`config.mk`:
```
export PLATFORM = sky130hd
export DESIGN_NAME = reg_file_sb
export DESIGN_NICKNAME = d
export VERILOG_FILES = /design/src/rtl/reg_file_sb.sv
export SDC_FILE = /design/constraint.sdc
export NUM_CORES = 2
export LEC_CHECK = 0
export CORE_MARGIN = 4
export CORE_UTILIZATION = 50
export DETAILED_ROUTE_END_ITERATION = 10
export PLACE_DENSITY_LB_ADDON = 0.08
export SLEW_MARGIN = 20
export SYNTH_ARGS = -nofsm -noshare
export SYNTH_HDL_FRONTEND = slang
export SYNTH_SLANG_ARGS = --single-unit
export TNS_END_PERCENT = 50
```
`constraint.sdc`:
```
create_clock -name clk -period 9.9 [get_ports clk]
set_input_delay 0.99 -clock clk [delete_from_list [all_inputs] [get_ports clk]]
set_output_delay 0.99 -clock clk [all_outputs]
set_load 0.02 [all_outputs]
```
`src/rtl/reg_file_sb.sv`:
```
// 2-write / 2-read register file with a pending-write scoreboard.
// Define REGFILE_BYPASS_EN to forward same-cycle writes to the read ports.
module reg_file_sb #(
    parameter int DATA_W   = 32,
    parameter int NUM_REGS = 32,
    parameter int ADDR_W   = $clog2(NUM_REGS)
) (
    input  logic              clk,
    input  logic              rst_n,
    input  logic [ADDR_W-1:0] rd_addr1,
    input  logic [ADDR_W-1:0] rd_addr2,
    output logic [DATA_W-1:0] rd_data1,
    output logic [DATA_W-1:0] rd_data2,
    output logic              rd_busy1,
    output logic              rd_busy2,
    input  logic              wr_en0,
    input  logic              wr_en1,
    input  logic [ADDR_W-1:0] wr_addr0,
    input  logic [ADDR_W-1:0] wr_addr1,
    input  logic [DATA_W-1:0] wr_data0,
    input  logic [DATA_W-1:0] wr_data1,
    input  logic              rsv_en,
    input  logic [ADDR_W-1:0] rsv_addr,
    output logic [ADDR_W:0]   busy_cnt,
    output logic              rsv_err
);

    logic [DATA_W-1:0]   regs [NUM_REGS];
    logic [NUM_REGS-1:0] busy_q;
    logic [NUM_REGS-1:0] busy_d;
    logic [NUM_REGS-1:0] clr_mask;
    logic [NUM_REGS-1:0] set_mask;
    logic [ADDR_W:0]     cnt_q;
    logic [ADDR_W:0]     cnt_d;
    logic                err_q;
    logic                err_d;
    logic                we0;
    logic                we1;
    logic                rs;
    logic                inc;
    logic                clr0;
    logic                clr1;
    logic                dup;

    assign we0 = wr_en0 && (wr_addr0 != '0);
    assign we1 = wr_en1 && (wr_addr1 != '0);
    assign rs  = rsv_en && (rsv_addr != '0);

    always_comb begin
        clr_mask = '0;
        set_mask = '0;
        for (int i = 1; i < NUM_REGS; i++) begin
            clr_mask[i] = (we0 && wr_addr0 == ADDR_W'(i))
                       || (we1 && wr_addr1 == ADDR_W'(i));
            set_mask[i] = rs && rsv_addr == ADDR_W'(i);
        end
        busy_d = (busy_q & ~clr_mask) | set_mask;
    end

    // A write clears a busy bit only if it was set and no reserve re-sets it.
    always_comb begin
        dup   = we0 && we1 && (wr_addr0 == wr_addr1);
        inc   = rs && !busy_q[rsv_addr];
        clr0  = we0 && busy_q[wr_addr0]
             && !(rs && rsv_addr == wr_addr0);
        clr1  = we1 && busy_q[wr_addr1]
             && !(rs && rsv_addr == wr_addr1) && !dup;
        cnt_d = cnt_q + {{ADDR_W{1'b0}}, inc}
              - {{ADDR_W{1'b0}}, clr0}
              - {{ADDR_W{1'b0}}, clr1};
        err_d = err_q
             | (rs && busy_q[rsv_addr] && !clr_mask[rsv_addr]);
    end

    always_ff @(posedge clk) begin
        if (!rst_n) begin
            busy_q <= '0;
            cnt_q  <= '0;
            err_q  <= 1'b0;
        end else begin
            busy_q <= busy_d;
            cnt_q  <= cnt_d;
            err_q  <= err_d;
        end
    end

    // Port 1 is written last so it wins on an address collision.
    always_ff @(posedge clk) begin
        if (!rst_n) begin
            for (int i = 0; i < NUM_REGS; i++) begin
                regs[i] <= '0;
            end
        end else begin
            if (we0) begin
                regs[wr_addr0] <= wr_data0;
            end
            if (we1) begin
                regs[wr_addr1] <= wr_data1;
            end
        end
    end

    always_comb begin
        rd_data1 = '0;
        rd_busy1 = 1'b0;
        if (rd_addr1 != '0) begin
            rd_data1 = regs[rd_addr1];
            rd_busy1 = busy_q[rd_addr1];
`ifdef REGFILE_BYPASS_EN
            if (we1 && wr_addr1 == rd_addr1) begin
                rd_data1 = wr_data1;
                rd_busy1 = rs && rsv_addr == rd_addr1;
            end else if (we0 && wr_addr0 == rd_addr1) begin
                rd_data1 = wr_data0;
                rd_busy1 = rs && rsv_addr == rd_addr1;
            end
`endif
        end
    end

    always_comb begin
        rd_data2 = '0;
        rd_busy2 = 1'b0;
        if (rd_addr2 != '0) begin
            rd_data2 = regs[rd_addr2];
            rd_busy2 = busy_q[rd_addr2];
`ifdef REGFILE_BYPASS_EN
            if (we1 && wr_addr1 == rd_addr2) begin
                rd_data2 = wr_data1;
                rd_busy2 = rs && rsv_addr == rd_addr2;
            end else if (we0 && wr_addr0 == rd_addr2) begin
                rd_data2 = wr_data0;
                rd_busy2 = rs && rsv_addr == rd_addr2;
            end
`endif
        end
    end

    assign busy_cnt = cnt_q;
    assign rsv_err  = err_q;

endmodule

```
======== Word-level counts from Yosys, hierarchy flattened ========
Memory sizes are Yosys's and may differ from the RTL's.
Index checks and enable logic that the tools add are counted.
word-level totals
  register bits ........................... 39
  bits in latches ......................... 0
  RAM bits ................................ 1,024
  memory bits (read-only) ................. 0
  input port bits ......................... 94
  output and inout bits ................... 73
  logic and storage cells ................. 292
  memories ................................ 1
operators by class
  add/subtract/negate cells ............... 3
  $mul .................................... 0
  div/mod/pow operators ................... 0
  $lt $le $gt $ge ......................... 5
  equal/unequal tests ..................... 96
  shift-type cells ........................ 0
  muxes and demuxes ....................... 29
  bitwise operators ....................... 4
  reductions and logical operators ........ 151
memories
  name  depth  width  rd ports  clocked after memory_dff  write ports  line  RTL
  regs  32     32     2         0                         32           28    logic [DATA_W-1:0] regs [NUM_REGS];
operator list
  operator                                            count
  == test 5 bit, second input constant                48
  two-way mux 32 bit                                  4
  == test 5 x 4 -> 1 bit, second input constant       24
  logical AND 1 bit                                   108
  OR reduction 32 bit                                 2
  == test 5 x 3 -> 1 bit, second input constant       12
  bitwise AND 32 bit                                  1
  NOT 32 bit                                          1
  bitwise OR 32 bit                                   1
  logical OR 1 bit                                    31
  binary-select mux 1 bit (select 5 bit)              6
  == test 5 x 2 -> 1 bit, second input constant       6
  < comparator 5 x 6 -> 1 bit, second input constant  5
  nonzero test 5 bit                                  5
  two-way mux 1 bit                                   17
  == test 5 x 1 -> 1 bit, second input constant       3
  == test 5 bit                                       3
  subtractor 6 x 1 -> 6 bit                           2
  two-way mux 5 bit                                   2
  adder 6 x 1 -> 6 bit                                1
  zero test 1 bit                                     5
  bitwise OR 1 bit                                    1

======== Logic depth before layout (Yosys ltp) ========
  depth after elaboration ................. 9
  gate-level depth with buffers ........... 17
  gate-level depth less buffers ........... 16

======== Least setup slack after synthesis ========
OpenSTA, ideal clock, no wires.
  path type ............................... input to register
  start ................................... in wr_addr1[0]
  end ..................................... reg cnt_q[5], in the netlist busy_cnt[5]
  setup time .............................. 0.177 ns
  data arrival time ....................... 4.454 ns
  required time ........................... 9.723 ns
  setup slack ............................. 5.269 ns
  cell stages on the path ................. 15
  buffers on the path ..................... 2
  cell sequence ........................... buf_2 -> buf_2 -> mux4_2 -> mux4_2 -> mux2i_1 -> nor3_1 -> fa_1 -> inv_1 -> ha_1 -> ha_1 -> fa_1 -> a21o_1 -> a21oi_1 -> xnor2_1 -> nor2_1
on the way
  cells in the longest elaborated chain, start to end .. 7
  elaborated cells between the ends (all ways) .. 15
  those cells by class .................... add/sub (1); eq/ne (2); mux (2); reduce/logical (10)
ends and longest elaborated chain
  item                                                                            line  RTL
  start, declared                                                                 19    input logic [ADDR_W-1:0] wr_addr1,
  branches (longest 5 deep; another with binary-select mux 1 bit (select 5 bit))  --
  logical AND 1 bit *                                                             67    && !(rs && rsv_addr == wr_addr1) && !dup;
  subtractor 6 x 1 -> 6 bit *                                                     70    - {{ADDR_W{1'b0}}, clr1};
  end signal, assigned                                                            82    cnt_q <= cnt_d;
  end, declared                                                                   33    logic [ADDR_W:0] cnt_q;
Mark *: on every way between the ends. The select of a mux whose other input is x is not followed.
A chain may end at the register's enable or synchronous reset.

======== Worst setup path after layout ========
  start ................................... in rd_addr2[0]
  end ..................................... out rd_data2[1]
on the way
  cells in the longest elaborated chain, start to end .. 2
  elaborated cells between the ends (all ways) .. 3
  those cells by class .................... mux (1); reduce/logical (1); memory (1)
ends and longest elaborated chain
  item                                                                    line  RTL
  start, declared                                                         11    input logic [ADDR_W-1:0] rd_addr2,
  memory read (32 x 32 bit) / nonzero test 5 bit (equally long branches)  --
  two-way mux 32 bit *                                                    124   if (rd_addr2 != '0) begin
  end, declared                                                           13    output logic [DATA_W-1:0] rd_data2,
Every way passes the cells marked *; elsewhere a longest branch is shown, timed or not.

==> flow_metrics.tcl <==
set metrics [dict create \
    dr_total_vias 44810 \
    synth.distinct_cells 58 \
    mappedNetlistArea_sq_mm 0.06135 \
    crit_top_cell "mux4_2" \
    p_leak_nw 22.40 \
    yosys_warnings 0 \
    min_period_ns 5.941 \
    synth_common_cells "1024 x edfxtp_1, 995 x a22o_1, 685 x mux4_2" \
    ant_nets 0 \
    yosys.area.top_type "edfxtp_1" \
    globalRoute.totalOverflow 0 \
    netlist_top_cells_area "edfxtp_1 50%, mux4_2 25%, a22o_1 14%" \
    timing.setup.tns_ns 0 \
    path_max_fanout 52 \
    post_cts_buffers 0 \
    fin_nets 3836 \
    first_pass_iters 6 \
    critPathRequiredTime_ns 8.91 \
    drv_cap 0 \
    clk_latency_ns 0.72 \
    routedWlPerCell_um 45.92 \
    critPathMaxStageDelay_ns 0.83 \
    cp.arrival_ns 4.95 \
    cp_slowest_cell "buf_4" \
    cts_tree "built" \
    cts-root-buf "clkbuf_16" \
    drt_iter0_drc 7888 \
    area_growth_pct 10.69 \
    slew_violations 0 \
    gp_congestion 0.8859 \
    setup_viol 0 \
    crit_buf_inv 4 \
    powerDensity_mw_per_mm2 168.2 \
    portBuffers 166 \
    drive_above_1_share 0.3044 \
    synthMostInstantiatedCell "edfxtp_1" \
    tightest_slew_ns 1.175 \
    status "complete, no violations" \
    htree_levels 3 \
    die_y_um 358.3 \
    crit_family "buffers and inverters" \
    nFillCells 9456 \
    fin_skew_ns 0.009858 \
    antenna_found_initial 9 \
    cts_resized 0 \
    syn_inst 3877 \
    multi_input_area_sq_mm 0.02805 \
    grt_pass1_vias 44660 \
    cts_sinks 1062 \
    cts_hold_buf 0 \
    worstHoldPathType "flip-flop to flip-flop" \
    syn_avg_cell_area_sq_um 15.82 \
    drc 0 \
    cts_made_buffers 116 \
    start_util 0.5033 \
    synth_edf_count 1024 \
    finalCritPeriodShare 0.6001 \
    ctsLongestPathBuffers 3 \
    hold_slack_ns 0.4934 \
    core-area_sq_mm 0.1219 \
    clock.fmax_ghz 0.1683 \
    clk_pin_slew_ns 0.06 \
    synth_seq_area_share 0.5137 \
    path_class "input pin to output pin" \
    rows 128 \
    worstPathCellList "buf_8 > buf_16 > buf_4 > mux4_2 > mux4_2 > mux2i_1 > nor2_1 > clkdlybuf4s50_1" \
    rsz0062_at_grt "no" \
    critPathLaunchType "input pin" \
    grt_pass1_wl_um 344400 \
    hold_violations 0 \
    fin_area_sq_mm 0.06790 \
    vias_per_cell 8.208 \
    synthArstFlopShare 0 \
    placed_cell_area_sq_mm 0.06442 \
    yosysTopAreaCellShare 0.5013 \
    dp_hpwl_um 133000 \
    die_w_um 358.3 \
    io_pins 167 \
    track_usage 0.3873 \
    vdd_ir_drop_max_v 0.0001512 \
    relSlewSlack 0.2150 \
    dieArea_sq_mm 0.1284 \
    ys_ff_latch 1062 \
    synthFlopType "edfxtp_1" \
    wirelength_um 250700 \
    grt_max_degree 125 \
    end_kind "output pin" \
    seq_area_sq_mm 0.03151 \
]
flip-flops by register name, indices dropped and copies added, names as in the netlist:
name,count
regs,1024
busy_q,31
busy_cnt,6
rsv_err,1
cells by family (layout without fill, tap and decap cells):
logic type,after synthesis,after routing,synth area share
compound gates,1094,1094,0.1536
flops,1062,1062,0.5137
mux,760,760,0.2639
buf+inv,619,541,0.03996
simple gates,314,314,0.02427
xor+xnor,19,19,0.002713
fa+ha+maj,8,8,0.001876
other cells,1,36,0.00006113
power by group:
| group | leakage [nW] | internal [W] | switching (W) |
|---|---|---|---|
| sequential | 10.1 | 0.00521 | 0.000140 |
| combinational | 10.5 | 0.000726 | 0.000978 |
| clock | 1.81 | 0.00249 | 0.00187 |
through the flow:
step,std cells,util,total power [W],setup WS (ns)
6_report,5459,0.5571,0.01142,3.959
5_1_grt,5458,0.5571,0.01169,3.746
4_1_cts,5454,0.5591,0.01141,3.875
3_5_place_dp,5240,0.5285,0.007125,3.883
3_3_place_gp,5240,0.5287,0.007081,3.900
2_1_floorplan,3908,-,0.006461,5.269
worst register-to-register path, cell delays in order, from the launching register on:
cell and delay, ns:
dfxtp_1 0.39, mux4_2 0.49, mux4_2 0.51, mux2i_1 0.18, nor3_1 0.09, fa_1 0.53
inv_1 0.05, ha_1 0.18, ha_1 0.23, fa_1 0.44, a21o_1 0.17, a21oi_1 0.20
xnor2_1 0.14, nor2_1 0.05
per-layer routing:
| layer | routed length (um) | GRT usage |
|---|---|---|
| met3 | 35110 | 0.1133 |
| met1 | 84020 | 0.4964 |
| met5 | 63 | 0.003396 |
| met4 | 19090 | 0.2406 |
| met2 | 112400 | 0.5842 |
area by class of cell:
cell class              count  area share
flip-flops and latches   1062      0.4640
multi-input cells        2227      0.4131
clock buffers             149     0.04520
repair buffers            302     0.03648
well taps                1625     0.02994
clock inverters            65    0.009637
inverters                  25    0.001400
diodes                      4   0.0001474
worst paths after layout:
check | startpoint | endpoint | slack (ns) | depth (start not counted)
setup reg to reg | busy_q[22] | busy_cnt[5] | 6.11 | 13
hold / removal | rsv_err | rsv_err | 0.49 | 1
hold reg to reg | rsv_err | rsv_err | 0.49 | 1
setup / recovery | rd_addr2[0] | rd_data2[1] | 3.96 | 8
cells in the final DEF (no fill, tap or decap), types with 6 or more instances in the layout:
| master | count |
|---|---|
| edfxtp_1 | 1024 |
| a211o_2 | 7 |
| buf_2 | 60 |
| ha_1 | 6 |
| o22ai_1 | 22 |
| nand2_2 | 18 |
| clkinv_1 | 23 |
| a2bb2oi_1 | 11 |
| xnor2_1 | 7 |
| mux2_2 | 8 |
| clkbuf_16 | 118 |
| mux4_2 | 685 |
| xor2_1 | 12 |
| clkbuf_1 | 31 |
| and2_1 | 6 |
| a22o_1 | 995 |
| nand2_1 | 33 |
| mux2i_1 | 67 |
| buf_4 | 134 |
| nor2_1 | 109 |
| nand2b_1 | 10 |
| nor2_4 | 32 |
| conb_1 | 32 |
| bufinv_16 | 12 |
| nor3_2 | 28 |
| nand3_1 | 19 |
| a21oi_1 | 14 |
| dfxtp_1 | 38 |
| clkinv_2 | 20 |
| o21ai_0 | 15 |
| inv_1 | 24 |
| nor3_1 | 15 |
| clkdlybuf4s50_1 | 96 |
No activity file was read; power rests on OpenSTA's default activity.
